[src/rtl/multicycle_control.sv]
// -----------------------------------------------------------------------------
// multicycle_control
//
// Main sequencing FSM of the multicycle RV32I core. Each instruction is walked
// through fetch, decode, execute, memory and writeback. The FSM drives every
// datapath mux/enable, the 2-bit ALU operation class, the memory request
// handshake, and a 32-bit retired-instruction counter.
//
// Ports
//   clk_i           rising-edge clock
//   reset_i         synchronous active-high reset (forces every output to 0)
//   op_i            opcode from the instruction register
//   fun3_i          funct3 from the instruction register
//   fun7_5_i        instruction bit 30
//   zero_i          ALU zero flag
//   mem_ready_i     memory completes the current request this cycle
//   mem_req_o       memory access request
//   mem_write_o     request is a store
//   adr_src_o       memory address select (0 = PC, 1 = ALUOut)
//   ir_write_o      latch fetched instruction and OldPC
//   pc_write_o      PC enable
//   reg_write_o     register file write enable
//   alu_src_a_o     ALU A select (00 PC, 01 OldPC, 10 rs1)
//   alu_src_b_o     ALU B select (00 rs2, 01 imm, 10 constant 4)
//   result_src_o    result select (00 ALUOut, 01 load data, 10 ALU result)
//   imm_src_o       immediate format (00 I, 01 S, 10 B, 11 J)
//   alu_op_o        ALU operation class (00 ADD, 01 SUB, 10 funct decode)
//   alu_fun7_5_o    bit 30 as forwarded to ALU control
//   illegal_instr_o one-cycle pulse on an unsupported opcode
//   instret_o       count of retired instructions
// -----------------------------------------------------------------------------
module multicycle_control (
    input  logic        clk_i,
    input  logic        reset_i,
    input  logic [6:0]  op_i,
    input  logic [2:0]  fun3_i,
    input  logic        fun7_5_i,
    input  logic        zero_i,
    input  logic        mem_ready_i,
    output logic        mem_req_o,
    output logic        mem_write_o,
    output logic        adr_src_o,
    output logic        ir_write_o,
    output logic        pc_write_o,
    output logic        reg_write_o,
    output logic [1:0]  alu_src_a_o,
    output logic [1:0]  alu_src_b_o,
    output logic [1:0]  result_src_o,
    output logic [1:0]  imm_src_o,
    output logic [1:0]  alu_op_o,
    output logic        alu_fun7_5_o,
    output logic        illegal_instr_o,
    output logic [31:0] instret_o
);

    localparam logic [6:0] OP_LOAD   = 7'b0000011;
    localparam logic [6:0] OP_STORE  = 7'b0100011;
    localparam logic [6:0] OP_RTYPE  = 7'b0110011;
    localparam logic [6:0] OP_ITYPE  = 7'b0010011;
    localparam logic [6:0] OP_BRANCH = 7'b1100011;
    localparam logic [6:0] OP_JAL    = 7'b1101111;

    typedef enum logic [3:0] {
        S_FETCH    = 4'd0,
        S_DECODE   = 4'd1,
        S_MEMADR   = 4'd2,
        S_MEMREAD  = 4'd3,
        S_MEMWB    = 4'd4,
        S_MEMWRITE = 4'd5,
        S_EXECR    = 4'd6,
        S_EXECI    = 4'd7,
        S_ALUWB    = 4'd8,
        S_BRANCH   = 4'd9,
        S_JAL      = 4'd10,
        S_ILLEGAL  = 4'd11
    } state_t;

    state_t      state_q, state_d;
    logic [31:0] instret_q, instret_d;

    logic        mem_req_s, mem_write_s, adr_src_s, ir_write_s;
    logic        pc_update_s, branch_s, reg_write_s, illegal_s, retire_s;
    logic        taken_s, fun7_5_s;
    logic [1:0]  src_a_s, src_b_s, result_src_s, imm_src_s, alu_op_s;

    // Next-state and per-state control outputs
    always_comb begin
        state_d      = state_q;
        mem_req_s    = 1'b0;
        mem_write_s  = 1'b0;
        adr_src_s    = 1'b0;
        ir_write_s   = 1'b0;
        pc_update_s  = 1'b0;
        branch_s     = 1'b0;
        reg_write_s  = 1'b0;
        illegal_s    = 1'b0;
        retire_s     = 1'b0;
        src_a_s      = 2'b00;
        src_b_s      = 2'b00;
        result_src_s = 2'b00;
        alu_op_s     = 2'b00;
        case (state_q)
            S_FETCH: begin
                mem_req_s    = 1'b1;
                src_b_s      = 2'b10;
                result_src_s = 2'b10;
                if (mem_ready_i) begin
                    ir_write_s  = 1'b1;
                    pc_update_s = 1'b1;
                    state_d     = S_DECODE;
                end else begin
                    state_d = S_FETCH;
                end
            end
            S_DECODE: begin
                // ALUOut <= OldPC + imm, the branch/JAL target
                src_a_s = 2'b01;
                src_b_s = 2'b01;
                case (op_i)
                    OP_LOAD, OP_STORE: state_d = S_MEMADR;
                    OP_RTYPE:          state_d = S_EXECR;
                    OP_ITYPE:          state_d = S_EXECI;
                    OP_BRANCH:         state_d = S_BRANCH;
                    OP_JAL:            state_d = S_JAL;
                    default:           state_d = S_ILLEGAL;
                endcase
            end
            S_MEMADR: begin
                src_a_s = 2'b10;
                src_b_s = 2'b01;
                if (op_i == OP_LOAD) begin
                    state_d = S_MEMREAD;
                end else begin
                    state_d = S_MEMWRITE;
                end
            end
            S_MEMREAD: begin
                mem_req_s = 1'b1;
                adr_src_s = 1'b1;
                if (mem_ready_i) begin
                    state_d = S_MEMWB;
                end else begin
                    state_d = S_MEMREAD;
                end
            end
            S_MEMWB: begin
                result_src_s = 2'b01;
                reg_write_s  = 1'b1;
                retire_s     = 1'b1;
                state_d      = S_FETCH;
            end
            S_MEMWRITE: begin
                mem_req_s   = 1'b1;
                mem_write_s = 1'b1;
                adr_src_s   = 1'b1;
                if (mem_ready_i) begin
                    retire_s = 1'b1;
                    state_d  = S_FETCH;
                end else begin
                    state_d = S_MEMWRITE;
                end
            end
            S_EXECR: begin
                src_a_s  = 2'b10;
                alu_op_s = 2'b10;
                state_d  = S_ALUWB;
            end
            S_EXECI: begin
                src_a_s  = 2'b10;
                src_b_s  = 2'b01;
                alu_op_s = 2'b10;
                state_d  = S_ALUWB;
            end
            S_ALUWB: begin
                reg_write_s = 1'b1;
                retire_s    = 1'b1;
                state_d     = S_FETCH;
            end
            S_BRANCH: begin
                src_a_s  = 2'b10;
                alu_op_s = 2'b01;
                branch_s = 1'b1;
                retire_s = 1'b1;
                state_d  = S_FETCH;
            end
            S_JAL: begin
                // PC takes the target held in ALUOut while the ALU makes OldPC+4
                src_a_s     = 2'b01;
                src_b_s     = 2'b10;
                pc_update_s = 1'b1;
                state_d     = S_ALUWB;
            end
            S_ILLEGAL: begin
                illegal_s = 1'b1;
                state_d   = S_FETCH;
            end
            default: begin
                state_d = S_FETCH;
            end
        endcase
    end

    // Branch condition, immediate format and forwarded bit 30
    always_comb begin
        case (fun3_i)
            3'b000:  taken_s = zero_i;
            3'b001:  taken_s = ~zero_i;
            default: taken_s = 1'b0;
        endcase
        case (op_i)
            OP_STORE:  imm_src_s = 2'b01;
            OP_BRANCH: imm_src_s = 2'b10;
            OP_JAL:    imm_src_s = 2'b11;
            default:   imm_src_s = 2'b00;
        endcase
        // Only shifts keep bit 30 in I-type; ADDI with a negative imm must stay ADD
        if (state_q == S_EXECR) begin
            fun7_5_s = fun7_5_i;
        end else if (state_q == S_EXECI && fun3_i == 3'b101) begin
            fun7_5_s = fun7_5_i;
        end else begin
            fun7_5_s = 1'b0;
        end
        instret_d = retire_s ? (instret_q + 32'd1) : instret_q;
    end

    // Output stage: everything is held at 0 during a reset cycle
    always_comb begin
        if (reset_i) begin
            mem_req_o       = 1'b0;
            mem_write_o     = 1'b0;
            adr_src_o       = 1'b0;
            ir_write_o      = 1'b0;
            pc_write_o      = 1'b0;
            reg_write_o     = 1'b0;
            alu_src_a_o     = 2'b00;
            alu_src_b_o     = 2'b00;
            result_src_o    = 2'b00;
            imm_src_o       = 2'b00;
            alu_op_o        = 2'b00;
            alu_fun7_5_o    = 1'b0;
            illegal_instr_o = 1'b0;
            instret_o       = 32'd0;
        end else begin
            mem_req_o       = mem_req_s;
            mem_write_o     = mem_write_s;
            adr_src_o       = adr_src_s;
            ir_write_o      = ir_write_s;
            pc_write_o      = pc_update_s | (branch_s & taken_s);
            reg_write_o     = reg_write_s;
            alu_src_a_o     = src_a_s;
            alu_src_b_o     = src_b_s;
            result_src_o    = result_src_s;
            imm_src_o       = imm_src_s;
            alu_op_o        = alu_op_s;
            alu_fun7_5_o    = fun7_5_s;
            illegal_instr_o = illegal_s;
            instret_o       = instret_q;
        end
    end

    // State register and retired-instruction counter
    always_ff @(posedge clk_i) begin
        if (reset_i) begin
            state_q   <= S_FETCH;
            instret_q <= 32'd0;
        end else begin
            state_q   <= state_d;
            instret_q <= instret_d;
        end
    end

endmodule

[config.mk]
export PLATFORM = sky130hd
export DESIGN_NAME = multicycle_control
export DESIGN_NICKNAME = d
export VERILOG_FILES = /design/src/rtl/multicycle_control.sv
export SDC_FILE = /design/constraint.sdc
export NUM_CORES = 1
export LEC_CHECK = 0
export ABC_CLOCK_PERIOD_IN_PS = 2800
export CAP_MARGIN = 5
export CELL_PAD_IN_SITES_DETAIL_PLACEMENT = 1
export CELL_PAD_IN_SITES_GLOBAL_PLACEMENT = 1
export CORE_ASPECT_RATIO = 0.75
export CORE_MARGIN = 4
export CORE_UTILIZATION = 36
export CTS_BUF_LIST = sky130_fd_sc_hd__clkbuf_2 sky130_fd_sc_hd__clkbuf_4 sky130_fd_sc_hd__clkbuf_8
export DETAILED_ROUTE_END_ITERATION = 16
export HOLD_SLACK_MARGIN = 0.02
export PLACE_DENSITY_LB_ADDON = 0.1
export SYNTH_ARGS = -nofsm -noshare
export SYNTH_HDL_FRONTEND = slang
export SYNTH_SLANG_ARGS = --single-unit
export TNS_END_PERCENT = 1
[constraint.sdc]
create_clock -name clk_i -period 2.8 [get_ports clk_i]
set_input_delay 0.42 -clock clk_i [delete_from_list [all_inputs] [get_ports clk_i]]
set_output_delay 0.42 -clock clk_i [all_outputs]
set_load 0.03 [all_outputs]
==> results_dict.tcl <==
set metrics [dict create \
    clock_skew_ns 0.01112 \
    synthFlopType "dfxtp_1" \
    rsz0062_at_grt "no" \
    worst_hold_startpoint "instret_q[30]$_SDFFE_PP0P_" \
    antenna_found_initial 0 \
    vdd_drop_max_v 0.0002497 \
    num_antenna_cells 0 \
    cts_tree "yes" \
    pre_cts_ws_ns -0.04135 \
    reg2reg_depth 6 \
    hold_path_depth 2 \
    synth_area_leaders "dfxtp_1, nor2b_1, xnor2_1" \
    drt-pass1-iter-count 4 \
    cts_sinks 36 \
    clk_pin_slew_ns 0.07 \
    p_per_area_nw_per_um2 485.1 \
    drtAntennaViolNets 0 \
    cp_max_fo 13 \
    yosysTopAreaCell "dfxtp_1" \
    finalHoldViolCount 0 \
    clock-root-buffer "clkbuf_8" \
    crit_slowest_cell "dfxtp_1" \
    dieHeight_um 77.99 \
    boundaryPins 65 \
    die_w_um 101.3 \
    place_area_um2 3102 \
    worstSkewPairLatency_ns 0.30 \
    status "complete, no violations" \
    port_buffers 64 \
    synth.most_common_cell "dfxtp_1" \
    rr_endpoint "instret_q[26]$_SDFFE_PP0P_" \
    ys_ff_latch 36 \
    seq_area_frac_synth_pct 30.65 \
    drv_slew 0 \
    crit-reg2reg-launch "state_q[2]$_SDFF_PP0_" \
    syn2layout_area_growth_pct 37.41 \
    stdcell_area_um2 3231 \
    synth_cell_types 41 \
    r2r_setup_slack_ns 0.42 \
    synth.top_cells.by_count "dfxtp_1, nor2_1, nor2b_1, nand2_1, nor3_1" \
    path_cells "buf_4, xnor2_1, nor3_1, or2_2, clkdlybuf4s50_1" \
    fin_ws_ns 0.1380 \
    synth.net_count 325 \
    slew_headroom_pct 64.18 \
    drive_above_1_share_pct 10.19 \
    numCtsBuffers 5 \
    start_kind "flip-flop" \
    finalSetupViolCount 0 \
    grt_pass1_vias 2457 \
    globalRouteOverflowTotal 0 \
    grt_usage_pct 18.01 \
    place_congestion 0.7987 \
    fin_crit_sh_pct 95.07 \
    wl_per_cell_um 15.02 \
    rows 25 \
    clock_path_buffers 2 \
    nets 388 \
    synth_edf_count 0 \
    dp_hpwl_um 5006 \
    dr.first_iter.drc_count 100 \
    synth_top_area_share_pct 30.65 \
    tightest_slew_ns 0.5324 \
    core_um2 6319 \
    synth_cells 309 \
    finalSetupTns_ns 0 \
    worst-endpoint-arrival_ns 2.24 \
    via_per_inst 5.401 \
    critPathKind "reg2out" \
    worstHoldPathType "reg2reg" \
    grt_max_degree 81 \
    die_area_um2 7901 \
    required_ns 2.38 \
    grt_pass1_wl_um 11580 \
    maxCapViolations 0 \
    max_stage_delay_ns 0.64 \
    drc 0 \
    fmax_ghz 0.3757 \
    synth.cell_area_um2 2351 \
    cp-end-kind "output port" \
    h-tree-depth 2 \
    yosysWarnings 0 \
    start_util_pct 37.21 \
    wl_um 6818 \
    syn_avg_cell_area_um2 7.608 \
    fin_crit_ns 2.662 \
    hold_slack_ns 0.5090 \
    num_vias 2452 \
    post_cts_buffers 0 \
    async_flop_share_pct 0 \
    p_leak_nw 1.083 \
    holdPathEnd "instret_q[30]$_SDFFE_PP0P_" \
]
layout by cell type (no fill, tap or decap), drive strengths merged, types with 7 or more instances in the layout:
master and instances:
nand2 20, xnor2 17, nand3 11, nor3 19, nor2b 33, dfxtp 36, a21oi 16, buf 16
nor2 34, clkbuf 7, nor4 15, clkdlybuf4s50 61, mux2 9, o21ai 13, or3 9, nand4 7
through the flow:
step           util [%]  cells  total power [W]
5_1_grt           51.13    454         0.001651
3_5_place_dp      49.09    446         0.001063
6_report          51.13    454         0.001567
3_3_place_gp      49.09    446         0.001054
2_1_floorplan         -    309        0.0008925
4_1_cts           51.07    454         0.001582
worst max path at each step:
stage,from,to,slack [ns]
after floorplan,state_q[1]$_SDFF_PP0_,alu_fun7_5_o,0.29
after global placement,op_i[5],imm_src_o[0],0.09
after detailed placement,op_i[5],imm_src_o[0],-0.04
final,state_q[2]$_SDFF_PP0_,mem_req_o,0.14
after global routing,state_q[2]$_SDFF_PP0_,mem_req_o,0.02
after CTS,state_q[0]$_SDFF_PP0_,pc_write_o,0.01
report_power, final:
part           switching [W]  internal [W]
logic               0.000281      0.000206
registers          0.0000341      0.000531
clock network       0.000201      0.000314
total               0.000516       0.00105
final cells by class:
class | count | area [um^2]
Sequential cell | 36 | 721.9
Clock inverter | 1 | 30.03
Inverter | 3 | 11.26
Fill cell | 786 | 3088
Clock buffer | 7 | 96.34
Timing Repair Buffer | 79 | 762.0
Multi-Input combinational cell | 247 | 1508
Tap cell | 81 | 101.3
kinds of logic (layout without fill, tap and decap cells):
group	count (synthesis)	after routing	synth area share (%)
simple gates	177	177	42.04
compound gates	40	40	9.740
flops	36	36	30.65
buf+inv	26	90	5.215
xor+xnor	19	19	7.078
mux	10	10	4.737
fa+ha+maj	1	1	0.5321
registers in the layout, indices dropped and copies added, names as in the netlist:
| register | flops |
|---|---|
| state_q | 4 |
| instret_q | 32 |
timing repair:
action	4_1_cts	5_1_grt
hold buffers	0	0
gates resized for setup	1	2
setup endpoints to repair	1	3
endpoints found under the hold margin	0	0
routing by layer:
metal  share of wire, %  vias up  track usage, %
li1                   -     1222               -
met3                4.3       10           3.774
met5                  0        -               0
met2                 46       46           29.24
met1                 48     1174           23.78
met4                1.3        0           5.578
critical path, delay by kind of cell, from the launching register on:
kind	cells	cell delay, ns
flip-flops	1	0.64
buffers and inverters	2	0.85
AND/OR/NAND/NOR	2	0.35
XOR/XNOR	1	0.12
Note: power is estimated with default switching activity, not from simulation.
